File: src/rtl/ddr_rw_arbiter_if.sv
// User-side request/response signals and the MIG app-side bus of the DDR
// read/write arbiter. The arbiter uses the master view; the requester/MIG side uses the slave view.
interface ddr_rw_arbiter_if #(
  parameter int ADDR_W = 27,
  parameter int DATA_W = 128
);
  logic              init_calib_complete;

  logic              wr_req;
  logic [ADDR_W-1:0] wr_addr;
  logic [DATA_W-1:0] wr_data;
  logic              wr_ack;

  logic              rd_req;
  logic [ADDR_W-1:0] rd_addr;
  logic              rd_ack;
  logic [DATA_W-1:0] rd_data;
  logic              rd_valid;

  logic              busy_write;
  logic              busy_read;

  logic [ADDR_W-1:0] app_addr;
  logic [2:0]        app_cmd;
  logic              app_en;
  logic              app_rdy;
  logic [DATA_W-1:0] app_wdf_data;
  logic              app_wdf_wren;
  logic              app_wdf_end;
  logic              app_wdf_rdy;
  logic [DATA_W-1:0] app_rd_data;
  logic              app_rd_data_valid;

  modport master (
    input  init_calib_complete,
    input  wr_req, wr_addr, wr_data,
    input  rd_req, rd_addr,
    input  app_rdy, app_wdf_rdy, app_rd_data, app_rd_data_valid,
    output wr_ack, rd_ack, rd_data, rd_valid,
    output busy_write, busy_read,
    output app_addr, app_cmd, app_en,
    output app_wdf_data, app_wdf_wren, app_wdf_end
  );

  modport slave (
    output init_calib_complete,
    output wr_req, wr_addr, wr_data,
    output rd_req, rd_addr,
    output app_rdy, app_wdf_rdy, app_rd_data, app_rd_data_valid,
    input  wr_ack, rd_ack, rd_data, rd_valid,
    input  busy_write, busy_read,
    input  app_addr, app_cmd, app_en,
    input  app_wdf_data, app_wdf_wren, app_wdf_end
  );
endinterface

File: src/rtl/ddr_rw_arbiter.sv
// Arbitrates single-word write and read requests onto a MIG app interface,
// bounding read bursts while a write waits and limiting outstanding reads.
module ddr_rw_arbiter #(
  parameter int ADDR_W     = 27,
  parameter int DATA_W     = 128,
  parameter int MAX_RD_RUN = 8,
  parameter int MAX_RD_OUT = 4
) (
  input  logic           clk,
  input  logic           cpu_resetn,
  ddr_rw_arbiter_if.master bus
);

  localparam int OUT_W = $clog2(MAX_RD_OUT + 1);
  localparam int RUN_W = $clog2(MAX_RD_RUN + 1);
  localparam logic [2:0] CMD_WR = 3'b000;
  localparam logic [2:0] CMD_RD = 3'b001;

  typedef enum logic [1:0] {S_IDLE, S_WR, S_RD} state_t;

  state_t            r_state;
  state_t            w_state_nxt;
  logic              r_cmd_done;
  logic              r_data_done;
  logic [OUT_W-1:0]  r_outstanding;
  logic [OUT_W-1:0]  w_outstanding_nxt;
  logic [RUN_W-1:0]  r_rd_run;
  logic [RUN_W-1:0]  w_rd_run_nxt;

  logic              r_app_en;
  logic [2:0]        r_app_cmd;
  logic [ADDR_W-1:0] r_app_addr;
  logic [DATA_W-1:0] r_app_wdf_data;
  logic              r_app_wdf_wren;
  logic              r_wr_ack;
  logic              r_rd_ack;
  logic [DATA_W-1:0] r_rd_data;
  logic              r_rd_valid;
  logic              r_busy_write;
  logic              r_busy_read;

  logic              w_idle;
  logic              w_rd_allowed;
  logic              w_rd_grant;
  logic              w_wr_grant;
  logic              w_cmd_acc;
  logic              w_data_acc;
  logic              w_rd_acc;
  logic              w_cmd_done_nxt;
  logic              w_data_done_nxt;

  logic              w_app_en_nxt;
  logic [2:0]        w_app_cmd_nxt;
  logic              w_wren_nxt;
  logic              w_busy_write_nxt;
  logic              w_busy_read_nxt;

  // Reads win unless the outstanding window is full or a waiting write has
  // already watched MAX_RD_RUN reads go ahead of it.
  assign w_idle       = (r_state == S_IDLE);
  assign w_rd_allowed = bus.rd_req
                        && (r_outstanding < OUT_W'(MAX_RD_OUT))
                        && !(bus.wr_req && (r_rd_run >= RUN_W'(MAX_RD_RUN)));
  assign w_rd_grant   = w_idle && bus.init_calib_complete && w_rd_allowed;
  assign w_wr_grant   = w_idle && bus.init_calib_complete && !w_rd_allowed && bus.wr_req;

  assign w_cmd_acc       = r_app_en && bus.app_rdy;
  assign w_data_acc      = r_app_wdf_wren && bus.app_wdf_rdy;
  assign w_rd_acc        = (r_state == S_RD) && w_cmd_acc;
  assign w_cmd_done_nxt  = (r_state == S_WR) && (r_cmd_done || w_cmd_acc);
  assign w_data_done_nxt = (r_state == S_WR) && (r_data_done || w_data_acc);

  always_ff @(posedge clk or negedge cpu_resetn) begin
    if (!cpu_resetn) begin
      r_state       <= S_IDLE;
      r_cmd_done    <= 1'b0;
      r_data_done   <= 1'b0;
      r_outstanding <= '0;
      r_rd_run      <= '0;
    end else begin
      r_state       <= w_state_nxt;
      r_cmd_done    <= w_cmd_done_nxt && (w_state_nxt == S_WR);
      r_data_done   <= w_data_done_nxt && (w_state_nxt == S_WR);
      r_outstanding <= w_outstanding_nxt;
      r_rd_run      <= w_rd_run_nxt;
    end
  end

  always_comb begin
    w_state_nxt = r_state;
    unique case (r_state)
      S_IDLE: begin
        if (w_rd_grant)      w_state_nxt = S_RD;
        else if (w_wr_grant) w_state_nxt = S_WR;
      end
      S_WR: begin
        if (w_cmd_done_nxt && w_data_done_nxt) w_state_nxt = S_IDLE;
      end
      S_RD: begin
        if (w_cmd_acc) w_state_nxt = S_IDLE;
      end
      default: w_state_nxt = S_IDLE;
    endcase
  end

  // Outputs are computed from the next state so that the registered versions
  // line up with the state they belong to.
  always_comb begin
    w_app_en_nxt     = 1'b0;
    w_app_cmd_nxt    = CMD_WR;
    w_wren_nxt       = 1'b0;
    w_busy_write_nxt = 1'b0;
    unique case (w_state_nxt)
      S_WR: begin
        w_app_en_nxt     = !w_cmd_done_nxt;
        w_wren_nxt       = !w_data_done_nxt;
        w_busy_write_nxt = 1'b1;
      end
      S_RD: begin
        w_app_en_nxt  = 1'b1;
        w_app_cmd_nxt = CMD_RD;
      end
      default: begin
        w_app_en_nxt = 1'b0;
      end
    endcase
    w_busy_read_nxt = (w_state_nxt == S_RD) || (w_outstanding_nxt != '0);
  end

  always_comb begin
    w_outstanding_nxt = r_outstanding;
    if (w_rd_acc && !bus.app_rd_data_valid) begin
      if (r_outstanding < OUT_W'(MAX_RD_OUT)) w_outstanding_nxt = r_outstanding + OUT_W'(1);
    end else if (!w_rd_acc && bus.app_rd_data_valid) begin
      if (r_outstanding != '0) w_outstanding_nxt = r_outstanding - OUT_W'(1);
    end
  end

  always_comb begin
    w_rd_run_nxt = r_rd_run;
    if (w_wr_grant || !bus.wr_req) begin
      w_rd_run_nxt = '0;
    end else if (w_rd_grant && (r_rd_run < RUN_W'(MAX_RD_RUN))) begin
      w_rd_run_nxt = r_rd_run + RUN_W'(1);
    end
  end

  always_ff @(posedge clk or negedge cpu_resetn) begin
    if (!cpu_resetn) begin
      r_app_en       <= 1'b0;
      r_app_cmd      <= CMD_WR;
      r_app_addr     <= '0;
      r_app_wdf_data <= '0;
      r_app_wdf_wren <= 1'b0;
      r_wr_ack       <= 1'b0;
      r_rd_ack       <= 1'b0;
      r_rd_data      <= '0;
      r_rd_valid     <= 1'b0;
      r_busy_write   <= 1'b0;
      r_busy_read    <= 1'b0;
    end else begin
      r_app_en       <= w_app_en_nxt;
      r_app_cmd      <= w_app_cmd_nxt;
      r_app_wdf_wren <= w_wren_nxt;
      r_wr_ack       <= w_wr_grant;
      r_rd_ack       <= w_rd_grant;
      r_rd_data      <= bus.app_rd_data;
      r_rd_valid     <= bus.app_rd_data_valid;
      r_busy_write   <= w_busy_write_nxt;
      r_busy_read    <= w_busy_read_nxt;
      if (w_rd_grant) begin
        r_app_addr <= bus.rd_addr;
      end else if (w_wr_grant) begin
        r_app_addr     <= bus.wr_addr;
        r_app_wdf_data <= bus.wr_data;
      end
    end
  end

  assign bus.app_en       = r_app_en;
  assign bus.app_cmd      = r_app_cmd;
  assign bus.app_addr     = r_app_addr;
  assign bus.app_wdf_data = r_app_wdf_data;
  assign bus.app_wdf_wren = r_app_wdf_wren;
  assign bus.app_wdf_end  = r_app_wdf_wren;
  assign bus.wr_ack       = r_wr_ack;
  assign bus.rd_ack       = r_rd_ack;
  assign bus.rd_data      = r_rd_data;
  assign bus.rd_valid     = r_rd_valid;
  assign bus.busy_write   = r_busy_write;
  assign bus.busy_read    = r_busy_read;

endmodule

File: src/flat_wrapper.sv
// flat-port wrapper written by rule: the top's interface ports become plain ports
module ddr_rw_arbiter_flat 
#(
  parameter int ADDR_W     = 27,
  parameter int DATA_W     = 128,
  parameter int MAX_RD_RUN = 8,
  parameter int MAX_RD_OUT = 4
)
  (clk, cpu_resetn, bus_init_calib_complete, bus_wr_req, bus_wr_addr, bus_wr_data, bus_rd_req, bus_rd_addr, bus_app_rdy, bus_app_wdf_rdy, bus_app_rd_data, bus_app_rd_data_valid, bus_wr_ack, bus_rd_ack, bus_rd_data, bus_rd_valid, bus_busy_write, bus_busy_read, bus_app_addr, bus_app_cmd, bus_app_en, bus_app_wdf_data, bus_app_wdf_wren, bus_app_wdf_end);
  ddr_rw_arbiter_if #(.ADDR_W(ADDR_W), .DATA_W(DATA_W)) bus_i ();
  input  logic clk;
  input  logic cpu_resetn;
  input wire logic [$bits(bus_i.init_calib_complete)-1:0] bus_init_calib_complete;
  input wire logic [$bits(bus_i.wr_req)-1:0] bus_wr_req;
  input wire logic [$bits(bus_i.wr_addr)-1:0] bus_wr_addr;
  input wire logic [$bits(bus_i.wr_data)-1:0] bus_wr_data;
  input wire logic [$bits(bus_i.rd_req)-1:0] bus_rd_req;
  input wire logic [$bits(bus_i.rd_addr)-1:0] bus_rd_addr;
  input wire logic [$bits(bus_i.app_rdy)-1:0] bus_app_rdy;
  input wire logic [$bits(bus_i.app_wdf_rdy)-1:0] bus_app_wdf_rdy;
  input wire logic [$bits(bus_i.app_rd_data)-1:0] bus_app_rd_data;
  input wire logic [$bits(bus_i.app_rd_data_valid)-1:0] bus_app_rd_data_valid;
  output wire logic [$bits(bus_i.wr_ack)-1:0] bus_wr_ack;
  output wire logic [$bits(bus_i.rd_ack)-1:0] bus_rd_ack;
  output wire logic [$bits(bus_i.rd_data)-1:0] bus_rd_data;
  output wire logic [$bits(bus_i.rd_valid)-1:0] bus_rd_valid;
  output wire logic [$bits(bus_i.busy_write)-1:0] bus_busy_write;
  output wire logic [$bits(bus_i.busy_read)-1:0] bus_busy_read;
  output wire logic [$bits(bus_i.app_addr)-1:0] bus_app_addr;
  output wire logic [$bits(bus_i.app_cmd)-1:0] bus_app_cmd;
  output wire logic [$bits(bus_i.app_en)-1:0] bus_app_en;
  output wire logic [$bits(bus_i.app_wdf_data)-1:0] bus_app_wdf_data;
  output wire logic [$bits(bus_i.app_wdf_wren)-1:0] bus_app_wdf_wren;
  output wire logic [$bits(bus_i.app_wdf_end)-1:0] bus_app_wdf_end;
  assign bus_i.init_calib_complete = bus_init_calib_complete;
  assign bus_i.wr_req = bus_wr_req;
  assign bus_i.wr_addr = bus_wr_addr;
  assign bus_i.wr_data = bus_wr_data;
  assign bus_i.rd_req = bus_rd_req;
  assign bus_i.rd_addr = bus_rd_addr;
  assign bus_i.app_rdy = bus_app_rdy;
  assign bus_i.app_wdf_rdy = bus_app_wdf_rdy;
  assign bus_i.app_rd_data = bus_app_rd_data;
  assign bus_i.app_rd_data_valid = bus_app_rd_data_valid;
  assign bus_wr_ack = bus_i.wr_ack;
  assign bus_rd_ack = bus_i.rd_ack;
  assign bus_rd_data = bus_i.rd_data;
  assign bus_rd_valid = bus_i.rd_valid;
  assign bus_busy_write = bus_i.busy_write;
  assign bus_busy_read = bus_i.busy_read;
  assign bus_app_addr = bus_i.app_addr;
  assign bus_app_cmd = bus_i.app_cmd;
  assign bus_app_en = bus_i.app_en;
  assign bus_app_wdf_data = bus_i.app_wdf_data;
  assign bus_app_wdf_wren = bus_i.app_wdf_wren;
  assign bus_app_wdf_end = bus_i.app_wdf_end;
  ddr_rw_arbiter #(.ADDR_W(ADDR_W), .DATA_W(DATA_W), .MAX_RD_RUN(MAX_RD_RUN), .MAX_RD_OUT(MAX_RD_OUT)) u_core (.clk(clk), .cpu_resetn(cpu_resetn), .bus(bus_i));
endmodule
File: config.mk
export PLATFORM = sky130hd
export DESIGN_NAME = ddr_rw_arbiter_flat
export DESIGN_NICKNAME = d
export VERILOG_FILES = /design/src/rtl/ddr_rw_arbiter_if.sv /design/src/rtl/ddr_rw_arbiter.sv /design/src/flat_wrapper.sv
export SDC_FILE = /design/constraint.sdc
export NUM_CORES = 1
export LEC_CHECK = 0
export ABC_AREA = 1
export CORE_AREA = 2 2 239 241
export CTS_CLUSTER_SIZE = 14
export DETAILED_ROUTE_END_ITERATION = 12
export DIE_AREA = 0 0 241 243
export GPL_TIMING_DRIVEN = 0
export PLACE_DENSITY = 0.55
export SLEW_MARGIN = 20
export SYNTH_ARGS = -nofsm -noshare
export SYNTH_HDL_FRONTEND = slang
export SYNTH_SLANG_ARGS = --single-unit
File: constraint.sdc
create_clock -name clk -period 2 [get_ports clk]
set_clock_uncertainty 0.05 [all_clocks]
set_input_delay 0.4 -clock clk [delete_from_list [all_inputs] [get_ports clk]]
set_output_delay 0.4 -clock clk [all_outputs]
set_load 0.02 [all_outputs]
# ---- Yosys cells after proc, flatten, opt, wreduce, memory -nomap -nowiden
# Index checks and enable logic that the tools add are counted.
dict set report op_classes {
  bitwise_logic 1
  magnitude_cmp 3
  n_reduce_logical 35
  eq_ne 4
  mux 17
  addsub 3
}
# operator count
set op_table {}
lappend op_table {{2-to-1 mux 27 bit} 2}
lappend op_table {{logical AND 1 bit} 18}
lappend op_table {{2-to-1 mux 3 bit} 4}
lappend op_table {{2-to-1 mux 2 bit} 4}
lappend op_table {{2-to-1 mux 4 bit} 2}
lappend op_table {{zero test 1 bit} 7}
lappend op_table {{case mux 2 bit (3 select lines)} 1}
lappend op_table {{nonzero test 3 bit} 2}
lappend op_table {{adder 4 x 1 -> 4 bit (second input constant)} 1}
lappend op_table {{equality test 2 x 1 -> 1 bit (second input constant)} 2}
lappend op_table {{equality test 2 bit (second input constant)} 2}
lappend op_table {{>= comparator 4 bit (second input constant)} 1}
lappend op_table {{logical OR 1 bit} 4}
lappend op_table {{less-than comparator 4 bit (second input constant)} 1}
lappend op_table {{nonzero test 2 bit} 2}
lappend op_table {{adder 3 x 1 -> 3 bit (second input constant)} 1}
lappend op_table {{less-than comparator 3 bit (second input constant)} 1}
lappend op_table {{2-to-1 mux 1 bit} 3}
lappend op_table {{subtractor 3 x 1 -> 3 bit (second input constant)} 1}
lappend op_table {{zero test 2 bit} 1}
lappend op_table {{case mux 1 bit (2 select lines)} 1}
lappend op_table {{AND reduction 2 bit} 1}
lappend op_table {{inverter 1 bit} 1}
dict set report totals {
  out_inout_bits 294
  wordCells 79
  regBits 302
  inputBits 318
}

# ---- Longest topological paths before layout
dict set report depth {
  word_depth 12
  depth_mapped 10
  ltp_nobuf 9
}

# ---- Least setup slack after synthesis
# Ideal clock, no wire load.
dict set report synth_timing {
  kind {register to register}
  from {reg u_core.r_app_en (netlist: u_core.bus.app_en)}
  to {reg u_core.r_busy_read (netlist: u_core.bus.busy_read)}
  required_time_ps 1823
  synth_period_minus_slack_ps 1637
  path_stages_with_launch 10
  n_path_buf 0
  setup_time_ps 127
  arrival_time_ps 1460
  path_slack_ps 363
  cell_sequence {dfrtp_1 nand2_1 inv_1 o21ai_0 o211ai_1 nand2_1 inv_1 ha_1 a21oi_1 nand3_1}
}
dict set report synth_between {
  elab_chain_cells 8
  word_cells_on_any_way 16
  classes_between {eq/ne: 1; mux: 5; reduce/logical: 10}
}
# element line
set synth_rtl {}
lappend synth_rtl {{start, declared} ddr_rw_arbiter.sv:30} ;# logic r_app_en;
lappend synth_rtl {{start signal, assigned} ddr_rw_arbiter.sv:162} ;# r_app_en <= w_app_en_nxt;
lappend synth_rtl {{logical AND 1 bit *} ddr_rw_arbiter.sv:67} ;# assign w_cmd_acc = r_app_en && bus.app_rdy;
lappend synth_rtl {{logical OR 1 bit} ddr_rw_arbiter.sv:70} ;# assign w_cmd_done_nxt = (r_state == S_WR) && (r_cmd_done || w_cmd_acc);
lappend synth_rtl {{logical AND 1 bit} ddr_rw_arbiter.sv:70}
lappend synth_rtl {{logical AND 1 bit} ddr_rw_arbiter.sv:97} ;# if (w_cmd_done_nxt && w_data_done_nxt) w_state_nxt = S_IDLE;
lappend synth_rtl {{2-to-1 mux 2 bit} ddr_rw_arbiter.sv:97}
lappend synth_rtl {{case mux 2 bit (3 select lines) *} ddr_rw_arbiter.sv:91} ;# unique case (r_state)
lappend synth_rtl {{named net u_core.w_state_nxt[0]} ddr_rw_arbiter.sv:22} ;# state_t w_state_nxt;
lappend synth_rtl {{equality test 2 bit *} ddr_rw_arbiter.sv:127} ;# w_busy_read_nxt = (w_state_nxt == S_RD) || (w_outstanding_nxt != '0);
lappend synth_rtl {{logical OR 1 bit *} ddr_rw_arbiter.sv:127}
lappend synth_rtl {{named net u_core.w_busy_read_nxt} ddr_rw_arbiter.sv:56} ;# logic w_busy_read_nxt;
lappend synth_rtl {{end signal, assigned} ddr_rw_arbiter.sv:170} ;# r_busy_read <= w_busy_read_nxt;
lappend synth_rtl {{end, declared} ddr_rw_arbiter.sv:40} ;# logic r_busy_read;
# Mark *: on every way through the listed nets, which the timed path passes. The rest lies on a longest branch.
# A chain may end at the register's enable or synchronous reset.

# ---- Worst setup path after layout
dict set report layout_timing {
  from {reg u_core.r_app_addr[7] (netlist: u_core.bus.app_addr[7])}
  to {out bus_app_addr[7]}
}
# element line
set layout_lines {}
lappend layout_lines {{start, declared} ddr_rw_arbiter.sv:32} ;# logic [ADDR_W-1:0] r_app_addr;
lappend layout_lines {{start signal, assigned} ddr_rw_arbiter.sv:172} ;# r_app_addr <= bus.rd_addr;
lappend layout_lines {{start signal, assigned} ddr_rw_arbiter.sv:174} ;# r_app_addr <= bus.wr_addr;
lappend layout_lines {{end, declared} flat_wrapper.sv:29} ;# output wire logic [$bits(bus_i.app_addr)-1:0] bus_app_addr;
# No word-level cell between the ends.

==> metrics.md <==
| Metric | Value |
|---|---|
| Hold/Removal Path Class | `in2reg` |
| Crit path DAT | `1490 ps` |
| Final max-slew violation count | `0` |
| Synth top area share | `74.6%` |
| CP required | `1550 ps` |
| CP max stage delay | `610 ps` |
| Most common cell after layout, fill and taps aside | `nand2_1` |
| Top-Level Pins | `612` |
| Core footprint | `56,000 um2` |
| Pwr Density | `1300 nW/um2` |
| Post-CTS Repair Setup Buffers | `0` |
| Initial antenna violation count | `2` |
| Yosys warnings | `0` |
| Worst reg2reg startpoint | `u_core.r_outstanding[2]$_DFF_PN0_` |
| Max stage delay cell, worst path | `clkdlybuf4s50_1` |
| Buf/Inv on CP | `1` |
| Synth cell types | `22` |
| Pre-antenna DRT Iters | `4` |
| Commonest cells after routing, fill and taps aside | `nand2_1, clkdlybuf4s50_1, dfrtp_1` |
| Post-placement cell count | `2,292` |
| DRT antenna net count | `0` |
| Post-DR wirelength/cell | `16.3 um` |
| Maxcap violations | `0` |
| Wire length of the first global-routing pass | `56.3 mm` |
| Layout area overhead | `84.5%` |
| Number of global-route vias before repair | `9,172` |
| Root Buffer Master | `clkbuf_16` |
| Clk_lat worst skew | `540 ps` |
| Tightest Pin Transition | `583 ps` |
| Dpl hpwl | `29.5 mm` |
| Maximum clock path buffer count | `3` |
| R2R depth | `9` |
| Sequential share of power | `36.2%` |
| Overflow after GRT | `0` |
| Dpl ws | `-527 ps` |
| Hold Path Stages | `1` |
| GRT Total Usage | `12.7%` |
| Std-Cell Rows | `87` |
| Initial DRC count | `326` |
| # setup viols final | `0` |
| Maximum clock rate | `0.516 GHz` |
| Logic pwr share | `35.2%` |
| Buffers added on ports | `609` |
| Hold Fails Final Rpt | `0` |
| Clock tree sinks | `302` |
| Worst hold slack | `242 ps` |
| Ranking of synthesized cells by area | `dfrtp_1, nand2_1, nand3_1, buf_2, ha_1` |
| H-tree depth | `2` |
| Routed wire length | `38.5 mm` |
| Synthesized area per cell | `11.0 um2` |
| Worst-path fanout max | `2` |
| Net switching power | `8.51 mW` |
| Largest net degree at the start of global routing | `99` |
| Status | `finished clean` |
| DR vias | `8,709` |
| R2R setup slack | `110 ps` |
| Family with the most delay on the worst path | `buffers and inverters` |
| Max transition margin | `61.1%` |
| Synth Instances | `923` |
| Crit path kind | `reg2out` |
| CTS buffer count | `37` |
| Net Sw Frac | `35.1%` |
| DIE HEIGHT | `243 um` |
| Synth area leader | `dfrtp_1` |
| Reg-to-Reg End | `u_core.bus.busy_read$_DFF_PN0_` |
| DRC viols | `0` |
| CP endpoint kind | `output port` |
| Setup TNS | `0 ps` |
| Vias/cell | `3.69` |
| Min cycle time layout | `1940 ps` |
| Die area | `58,600 um2` |
| Maximum vdd drop | `0.578 mV` |
| Clock network fraction of design power | `28.6%` |
| Worst Setup Start Kind | `flip-flop` |
| Flops & latches, synth | `302` |
| Final Power | `24.2 mW` |
| Non-Filler Instances | `2,360` |
| Hold path start | `bus_app_rd_data[87]` |
| Total Nets Final | `1,902` |
| CTS tree | `built` |
| Critical-path cell list | `clkdlybuf4s50_1` |
| WHS Endpoint | `u_core.bus.rd_data[87]$_DFF_PN0_` |
| Initial Util | `18.1%` |
| Leakage power | `9.78 nW` |
| PnR worst setup slack | `60.3 ps` |
| Die W | `241 um` |
| Crit share post-route | `97.0%` |
| Layout cells sized above 1 | `6.80%` |
| Fill cell count | `5,670` |
| Sequential area share after synthesis | `74.6%` |
| GPL Wtd Cong | `0.796` |
| Cell internal power dissipation | `15.7 mW` |
| Syn Std Cell Area | `10,100 um2` |
| Clock slew at reported path FFs | `60 ps` |
-- per-layer routing --
metal,wire [um],vias up,global-route usage [%]
met4,1030,0,4.48
met5,0,-,0
met3,3600,64,4.80
met1,14600,4125,14.0
li1,-,4141,-
met2,19300,379,22.2
-- Yosys cell counts --
| master | instances |
|---|---|
| nor2_4 | 1 |
| buf_4 | 9 |
| dfrtp_1 | 302 |
| nand3b_1 | 1 |
| clkbuf_1 | 2 |
| buf_2 | 28 |
| nor2_2 | 1 |
| o211ai_1 | 1 |
| nand3_1 | 35 |
| nand4_1 | 2 |
| nand2_1 | 483 |
| o21ai_0 | 2 |
| inv_1 | 19 |
| o2111ai_1 | 1 |
| inv_2 | 5 |
| conb_1 | 1 |
| nor3_1 | 2 |
| and2_1 | 1 |
| a21oi_1 | 9 |
| nor2_1 | 7 |
| nand3_2 | 3 |
| ha_1 | 8 |
-- state kept, by name, summed over array words and instances, names as in the netlist, 2 cells and up --
signal                   flops
u_core.bus.rd_data         128
u_core.bus.app_addr         27
u_core.bus.app_wdf_data    128
u_core.r_outstanding         3
u_core.r_state               2
u_core.r_rd_run              4
-- timing repair --
| action | CTS | global route |
|---|---|---|
| gates cloned | 0 | 0 |
| pin swaps | 0 | 0 |
| hold endpoints to repair | 42 | 0 |
| hold buffers | 1 | 0 |
| resized for setup | 115 | 109 |
| setup endpoints to repair | 117 | 142 |
-- power by group through the flow --
| stage | Combinational [mW] | Clock (mW) | Sequential [mW] |
|---|---|---|---|
| 2_1_floorplan | 1.95 | 0 | 11.0 |
| 3_3_place_gp | 9.36 | 0 | 8.90 |
| 3_5_place_dp | 9.41 | 0 | 8.93 |
| 4_1_cts | 8.81 | 7.20 | 8.82 |
| 5_1_grt | 9.27 | 7.45 | 9.00 |
| 6_report | 8.53 | 6.93 | 8.79 |
-- per-stage QoR --
| step | util (%) | instance area, um2 |
|---|---|---|
| after floorplan | - | 10100 |
| after global placement | 30.7 | 17200 |
| final | 33.4 | 18700 |
| after CTS | 32.9 | 18400 |
| after global routing | 33.4 | 18700 |
| after detailed placement | 30.9 | 17300 |
-- how the worst max path moves through the flow --
stage                                             from                                      to  slack, ps  depth (start not counted)
3_3_place_gp                                cpu_resetn     u_core.bus.app_addr[17]$_DFFE_PN0P_     -12880                          1
4_1_cts        u_core.bus.app_wdf_data[65]$_DFFE_PN0P_                    bus_app_wdf_data[65]        0.3                          1
2_1_floorplan              u_core.bus.app_en$_DFF_PN0_          u_core.bus.busy_read$_DFF_PN0_        360                          9
3_5_place_dp                                bus_wr_req  u_core.bus.app_wdf_data[7]$_DFFE_PN0P_       -530                          9
6_report            u_core.bus.app_addr[7]$_DFFE_PN0P_                         bus_app_addr[7]         60                          1
5_1_grt        u_core.bus.app_wdf_data[81]$_DFFE_PN0P_                    bus_app_wdf_data[81]        -10                          1
-- cell type report --
type                       count  area, um2  share of cell area, %
timing repair buffer         613       6310                   33.7
antenna                        1       2.50                 0.0134
clock inverter                10        156                  0.836
clock buffer                  56       1120                   5.98
tap                          756        946                   5.06
buffer                        39        234                   1.25
inverter                      24       90.1                  0.482
sequential                   302       7560                   40.4
multi-input combinational    559       2290                   12.2
-- logic make-up after synthesis --
kind of cell | share of synthesized area (%)
buf+inv | 3.01
other cells | 0.0370
fa+ha+maj | 0.988
simple gates | 20.7
flops | 74.6
compound gates | 0.704
Power figures use the tool's default switching activity.
